## src/rtl/lock_sequencer.sv

```systemverilog
// lock_sequencer
//   Keypad smart-lock controller. Sequences code entry, comparison, timed
//   unlock hold, consecutive-failure counting and timed lockout.
//
//   Optional feature: define CODE_PROG_EN to allow reprogramming the code
//   from the UNLOCKED state (PROG state, shadow register, code_updated pulse).
//   Without it the code is fixed at DEFAULT_CODE and prog_req is ignored.
//
// Ports
//   clk           rising-edge clock
//   reset         synchronous active-high reset
//   key_valid     one-cycle key pulse, digit on key_digit
//   key_digit     digit 0..9 (10..15 ignored)
//   key_clear     abort entry in progress
//   lock_now      force relock while unlocked
//   prog_req      request code reprogramming (CODE_PROG_EN only)
//   unlock        actuator drive
//   locked_out    high during lockout
//   entering      high while digits are being collected
//   digit_cnt     digits accepted in current entry (saturates at 7)
//   fail_cnt      consecutive failed entries
//   fail_pulse    one-cycle pulse per failed entry
//   code_updated  one-cycle pulse when a new code is stored
module lock_sequencer #(
    parameter int unsigned           CODE_LEN       = 4,
    parameter logic [4*CODE_LEN-1:0] DEFAULT_CODE   = 16'h2479,
    parameter int unsigned           MAX_TRIES      = 3,
    parameter int unsigned           UNLOCK_CYCLES  = 500,
    parameter int unsigned           LOCKOUT_CYCLES = 1000,
    parameter int unsigned           ENTRY_TIMEOUT  = 2000
) (
    input  logic                           clk,
    input  logic                           reset,
    input  logic                           key_valid,
    input  logic [3:0]                     key_digit,
    input  logic                           key_clear,
    input  logic                           lock_now,
    input  logic                           prog_req,
    output logic                           unlock,
    output logic                           locked_out,
    output logic                           entering,
    output logic [2:0]                     digit_cnt,
    output logic [$clog2(MAX_TRIES+1)-1:0] fail_cnt,
    output logic                           fail_pulse,
    output logic                           code_updated
);

    localparam int unsigned FW   = $clog2(MAX_TRIES + 1);
    localparam int unsigned TM1  = (UNLOCK_CYCLES > LOCKOUT_CYCLES) ? UNLOCK_CYCLES : LOCKOUT_CYCLES;
    localparam int unsigned TMAX = (TM1 > ENTRY_TIMEOUT) ? TM1 : ENTRY_TIMEOUT;
    localparam int unsigned TW   = $clog2(TMAX + 1);

    localparam logic [TW-1:0] UNLOCK_LAST  = TW'(UNLOCK_CYCLES);
    localparam logic [TW-1:0] LOCKOUT_LAST = TW'(LOCKOUT_CYCLES - 1);
    localparam logic [TW-1:0] ENTRY_LAST   = TW'(ENTRY_TIMEOUT - 1);
    localparam logic [TW-1:0] TIMER_SAT    = TW'(TMAX);
    localparam logic [FW-1:0] TRIES        = FW'(MAX_TRIES);
    localparam logic [3:0]    LAST_IDX     = 4'(CODE_LEN - 1);

    typedef enum logic [2:0] {
        IDLE,
        ENTRY,
        CHECK,
        UNLOCKED,
        FAIL,
        LOCKOUT
`ifdef CODE_PROG_EN
        , PROG
`endif
    } state_t;

    state_t                 state, state_next;
    logic [3:0]             cnt, cnt_next;
    logic                   mismatch, mismatch_next;
    logic [FW-1:0]          fail_next;
    logic [TW-1:0]          timer, timer_next;
    logic                   unlock_next;
    logic                   digit_ok;
    logic                   digit_take;
    logic [3:0]             exp_digit;
    logic [4*CODE_LEN-1:0]  code;

`ifdef CODE_PROG_EN
    logic [4*CODE_LEN-1:0]  code_q, shadow_q, shadow_next;
    logic                   commit;
    assign code = code_q;
`else
    logic                   prog_unused;
    assign code         = DEFAULT_CODE;
    assign code_updated = 1'b0;
    assign prog_unused  = prog_req;
`endif

    assign digit_ok = key_valid && (key_digit <= 4'd9);

    // Code nibble selected by the current digit index; digit 0 is the MSB nibble.
    always_comb begin
        exp_digit = '0;
        for (int unsigned i = 0; i < CODE_LEN; i++) begin
            if (cnt == 4'(i)) exp_digit = code[4*(CODE_LEN-1-i) +: 4];
        end
    end

    always_comb begin
        state_next    = state;
        cnt_next      = cnt;
        mismatch_next = mismatch;
        fail_next     = fail_cnt;
        digit_take    = 1'b0;
`ifdef CODE_PROG_EN
        shadow_next   = shadow_q;
        commit        = 1'b0;
`endif
        case (state)
            IDLE: begin
                if (digit_ok) begin
                    cnt_next      = 4'd1;
                    mismatch_next = (key_digit != exp_digit);
                    state_next    = (CODE_LEN == 1) ? CHECK : ENTRY;
                end
            end
            ENTRY: begin
                if (key_clear) begin
                    state_next = IDLE;
                    cnt_next   = '0;
                end else if (digit_ok) begin
                    digit_take    = 1'b1;
                    mismatch_next = mismatch | (key_digit != exp_digit);
                    cnt_next      = cnt + 4'd1;
                    if (cnt == LAST_IDX) state_next = CHECK;
                end else if (timer == ENTRY_LAST) begin
                    state_next = IDLE;
                    cnt_next   = '0;
                end
            end
            CHECK: begin
                cnt_next      = '0;
                mismatch_next = 1'b0;
                if (!mismatch) begin
                    state_next = UNLOCKED;
                    fail_next  = '0;
                end else begin
                    state_next = FAIL;
                    fail_next  = (fail_cnt == TRIES) ? TRIES : fail_cnt + 1'b1;
                end
            end
            FAIL: begin
                state_next = (fail_cnt == TRIES) ? LOCKOUT : IDLE;
            end
            UNLOCKED: begin
                if (lock_now) begin
                    state_next = IDLE;
`ifdef CODE_PROG_EN
                end else if (prog_req) begin
                    state_next = PROG;
                    cnt_next   = '0;
`endif
                end else if (timer == UNLOCK_LAST) begin
                    state_next = IDLE;
                end
            end
            LOCKOUT: begin
                if (timer == LOCKOUT_LAST) begin
                    state_next = IDLE;
                    fail_next  = '0;
                end
            end
`ifdef CODE_PROG_EN
            PROG: begin
                if (key_clear) begin
                    state_next = IDLE;
                    cnt_next   = '0;
                end else if (digit_ok) begin
                    digit_take = 1'b1;
                    for (int unsigned i = 0; i < CODE_LEN; i++) begin
                        if (cnt == 4'(i)) shadow_next[4*(CODE_LEN-1-i) +: 4] = key_digit;
                    end
                    cnt_next = cnt + 4'd1;
                    if (cnt == LAST_IDX) begin
                        commit     = 1'b1;
                        state_next = IDLE;
                        cnt_next   = '0;
                    end
                end else if (timer == ENTRY_LAST) begin
                    state_next = IDLE;
                    cnt_next   = '0;
                end
            end
`endif
            default: state_next = IDLE;
        endcase

        if (state_next != state || digit_take) timer_next = '0;
        else if (timer != TIMER_SAT)           timer_next = timer + 1'b1;
        else                                   timer_next = timer;

        // unlock is registered one cycle behind UNLOCKED entry, so UNLOCKED
        // spans UNLOCK_CYCLES+1 cycles; any exit drops unlock at the exit edge.
        unlock_next = (state == UNLOCKED) && (state_next == UNLOCKED);
    end

    always_ff @(posedge clk) begin
        if (reset) begin
            state    <= IDLE;
            cnt      <= '0;
            mismatch <= 1'b0;
            fail_cnt <= '0;
            timer    <= '0;
            unlock   <= 1'b0;
        end else begin
            state    <= state_next;
            cnt      <= cnt_next;
            mismatch <= mismatch_next;
            fail_cnt <= fail_next;
            timer    <= timer_next;
            unlock   <= unlock_next;
        end
    end

`ifdef CODE_PROG_EN
    always_ff @(posedge clk) begin
        if (reset) begin
            code_q       <= DEFAULT_CODE;
            shadow_q     <= DEFAULT_CODE;
            code_updated <= 1'b0;
        end else begin
            shadow_q     <= shadow_next;
            code_updated <= commit;
            if (commit) code_q <= shadow_next;
        end
    end
`endif

    assign locked_out = (state == LOCKOUT);
    assign fail_pulse = (state == FAIL);
    assign digit_cnt  = (cnt > 4'd7) ? 3'd7 : cnt[2:0];
`ifdef CODE_PROG_EN
    assign entering   = (state == ENTRY) || (state == PROG);
`else
    assign entering   = (state == ENTRY);
`endif

endmodule

```

## config.mk

```make
export PLATFORM = sky130hd
export DESIGN_NAME = lock_sequencer
export DESIGN_NICKNAME = d
export VERILOG_FILES = /design/src/rtl/lock_sequencer.sv
export SDC_FILE = /design/constraint.sdc
export NUM_CORES = 1
export LEC_CHECK = 0
export ABC_CLOCK_PERIOD_IN_PS = 2800
export BUFFER_PORTS_ARGS = -buffer_cell sky130_fd_sc_hd__buf_2
export CORE_AREA = 10 10 77 59
export CTS_CLUSTER_DIAMETER = 40
export CTS_CLUSTER_SIZE = 14
export DETAILED_ROUTE_END_ITERATION = 6
export DIE_AREA = 0 0 87 69
export GPL_TIMING_DRIVEN = 0
export PLACE_DENSITY = 0.78
export SYNTH_ARGS = -nofsm -noshare
export SYNTH_HDL_FRONTEND = slang
export SYNTH_SLANG_ARGS = --single-unit
```

## constraint.sdc

```tcl
create_clock -name clk -period 2.8 [get_ports clk]
set_input_delay 0.56 -clock clk [delete_from_list [all_inputs] [get_ports clk]]
set_output_delay 0.56 -clock clk [all_outputs]
set_load 0.01 [all_outputs]
```

==> results.sh <==
export IMPL_ant_nets=0
export IMPL_start_util_pct=48.6
export IMPL_total_leakage_power_nw=0.604
export IMPL_syn_cell_area_um2=1500
export IMPL_cts_hold_buf=0
export IMPL_io_pins=20
export IMPL_grt_pass1_vias=1309
export IMPL_cts_tree="yes"
export IMPL_cts_sinks=22
export IMPL_gr_usage_met2_pct=16.9
export IMPL_hp_class="reg2reg"
export IMPL_drt_iter0_markers=176
export IMPL_grt_first_pass_wirelength_um=6180
export IMPL_cellPowerDensity_nw_per_um2=426
export IMPL_maxSlewHeadroom_pct=57.2
export IMPL_fin_area_um2=1700
export IMPL_cts_buffers=3
export IMPL_place_area_um2=1630
export IMPL_yosys_warnings=0
export IMPL_root_buffer="clkbuf_8"
export IMPL_hold_slack_ns=0.545
export IMPL_avgSynthCellArea_um2=8.66
export IMPL_ys_ff_latch=22
export IMPL_fin_skew_ns=0.00927
export IMPL_rows=17
export IMPL_cts_resized=0
export IMPL_tightest_slew_ns=0.642
export IMPL_ys_types=46
export IMPL_dieWidth_um=87
export IMPL_fin_tns_setup_ns=0
export IMPL_drive_gt1_share_pct=22.2
export IMPL_cts_path_max_buffers=2
export IMPL_nets=211
export IMPL_track_usage_pct=12.0
export IMPL_wirelength_um=3560
export IMPL_hold_viol_final=0
export IMPL_syn_nets=189
export IMPL_insertedDiodeCount=0
export IMPL_p_total_mw=0.726
export IMPL_portBuffers=17
export IMPL_fmax_ghz=0.417
export IMPL_grt_max_degree=14
export IMPL_maxCapViolCount=0
export IMPL_cp_max_fo=10
export IMPL_cts_setup_buffers=0
export IMPL_criticalPathCategory="reg2reg"
export IMPL_cp_top_family="simple AND/OR/NAND/NOR gates"
export IMPL_vias=1339
export IMPL_status="complete, no violations"
export IMPL_avgViaCountPerCell=5.77
export IMPL_path_buf_inv=1
export IMPL_core_area_um2=3080
export IMPL_use_met3_pct=3.86
export IMPL_path_cells="ha_1, nand3_1, o41ai_2, a21oi_1, or4_4, buf_6, a211oi_2"
export IMPL_clk_pin_slew_ns=0.07
export IMPL_synthToLayoutAreaGrowth_pct=13.6
export IMPL_setup_violations=0
export IMPL_slowest_delay_ns=0.56
export IMPL_grt_overflow=0
export IMPL_hpwl_um=2710
export IMPL_rsz0062_at_grt="false"
export IMPL_synth_seq_area_share_pct=29.4
export IMPL_synth_cells=173
export IMPL_timing_final_crit_share_pct=85.7
export IMPL_synthArstFlopShare_pct=0
export IMPL_clk_latency_ns=0.27
export IMPL_die_area_um2=6000
export IMPL_slowest_stage="or4_4"
export IMPL_drv_slew=0
export IMPL_synth_ff_type="dfxtp_1"
export IMPL_peakVddDrop_v=0.000318
export IMPL_required_ns=2.97
export IMPL_grt_use_met1_pct=17.6
export IMPL_die_height_um=69
export IMPL_synth_edf_count=0
export IMPL_start_kind="flip-flop"
export IMPL_drt_pass1_iter_count=5
export IMPL_htree_levels=1
export IMPL_fin_util_pct=55.2
export IMPL_antenna_found_initial=0
export IMPL_arrival_ns=2.57
export IMPL_wire_per_inst_um=15.3
export IMPL_layout_min_cycle_time_ns=2.40
export IMPL_grt_busiest_layer="met1"
export IMPL_worstSetupEndpointType="flip-flop"
export IMPL_drc=0
export IMPL_gp_congestion=0.835
metrics by stage:
step / instances / setup slack [ns]
after CTS: 232 / 0.392
after global routing: 232 / 0.184
after global placement: 228 / 0.248
final: 232 / 0.401
after detailed placement: 228 / 0.195
after floorplan: 173 / 0.712
state kept, by name (all words and copies together) (netlist names):
| signal | flops |
|---|---|
| cnt | 4 |
| fail_cnt | 2 |
| mismatch | 1 |
| state | 3 |
| unlock | 1 |
| timer | 11 |
logic make-up after synthesis:
kind of cell             count (synthesis)  share of synthesized area (%)
AND/OR/NAND/NOR                         64                           24.5
AO/OA/AOI/OAI                           48                           27.7
flip-flops                              22                           29.4
buffers and inverters                   20                           6.02
XOR/XNOR                                10                           5.85
adder cells (fa/ha/maj)                  6                           5.01
multiplexers                             2                           1.34
other                                    1                          0.250
path summary, 6_finish.rpt:
path	from	end	slack [ns]	cells past startpoint
hold / removal	cnt[2]	cnt[2]	0.55	1
hold reg to reg	cnt[2]	cnt[2]	0.55	1
setup reg to reg	timer[0]	timer[1]	0.40	7
setup / recovery	timer[0]	timer[1]	0.40	7
where the power goes:
| part | total (mW) | internal [mW] | switching [mW] | leakage [nW] |
|---|---|---|---|---|
| clock | 0.295 | 0.191 | 0.104 | 0.0357 |
| combinational | 0.101 | 0.0413 | 0.0597 | 0.390 |
| sequential | 0.330 | 0.320 | 0.0100 | 0.178 |
| total | 0.726 | 0.552 | 0.174 | 0.604 |
layout by cell type (no fill, tap or decap), types with 3 or more instances in the layout:
cell | Yosys | layout
a211oi_1 | 3 | 3
a211oi_2 | 10 | 10
a21oi_1 | 7 | 7
a221oi_1 | 3 | 3
a311oi_1 | 3 | 3
and3_1 | 3 | 3
buf_2 | 3 | 20
clkbuf_1 | 5 | 5
clkbuf_8 | 0 | 3
dfxtp_1 | 22 | 22
ha_1 | 6 | 6
inv_1 | 10 | 10
nand2_1 | 11 | 11
nand2b_1 | 6 | 6
nand3_1 | 8 | 8
nand3b_1 | 3 | 3
nor2_1 | 13 | 13
nor3_1 | 3 | 3
o21ai_0 | 8 | 8
or3_1 | 3 | 3
xnor2_1 | 6 | 6
xor2_1 | 4 | 4
cell usage after synthesis (3+ instances only):
| library cell | n | area share [%] |
|---|---|---|
| dfxtp_1 | 22 | 29 |
| nor2_1 | 13 | 3.3 |
| nand2_1 | 11 | 2.8 |
| a211oi_2 | 10 | 8.4 |
| inv_1 | 10 | 2.5 |
| nand3_1 | 8 | 2.7 |
| o21ai_0 | 8 | 2.7 |
| a21oi_1 | 7 | 2.3 |
| ha_1 | 6 | 5.0 |
| nand2b_1 | 6 | 2.5 |
| xnor2_1 | 6 | 3.5 |
| clkbuf_1 | 5 | 1.3 |
| xor2_1 | 4 | 2.3 |
| a211oi_1 | 3 | 1.5 |
| a221oi_1 | 3 | 1.8 |
| a311oi_1 | 3 | 1.8 |
| and3_1 | 3 | 1.3 |
| buf_2 | 3 | 1.0 |
| nand3b_1 | 3 | 1.5 |
| nor3_1 | 3 | 1.0 |
| or3_1 | 3 | 1.3 |
per-layer routing:
layer  share of wire (%)  wire (um)
met3                 7.5        267
met4                0.22          8
met5                   0          0
met1                  50       1780
met2                  42       1500
area by class of cell:
type,count,area (um2)
inverter,10,37.5
clock inverter,1,30.0
timing repair buffer,17,85.1
buffer,10,52.6
clock buffer,3,41.3
sequential,22,440
multi-input combinational,131,967
fill,294,1380
tap,38,47.5
Note: power is estimated with default switching activity, not from simulation.
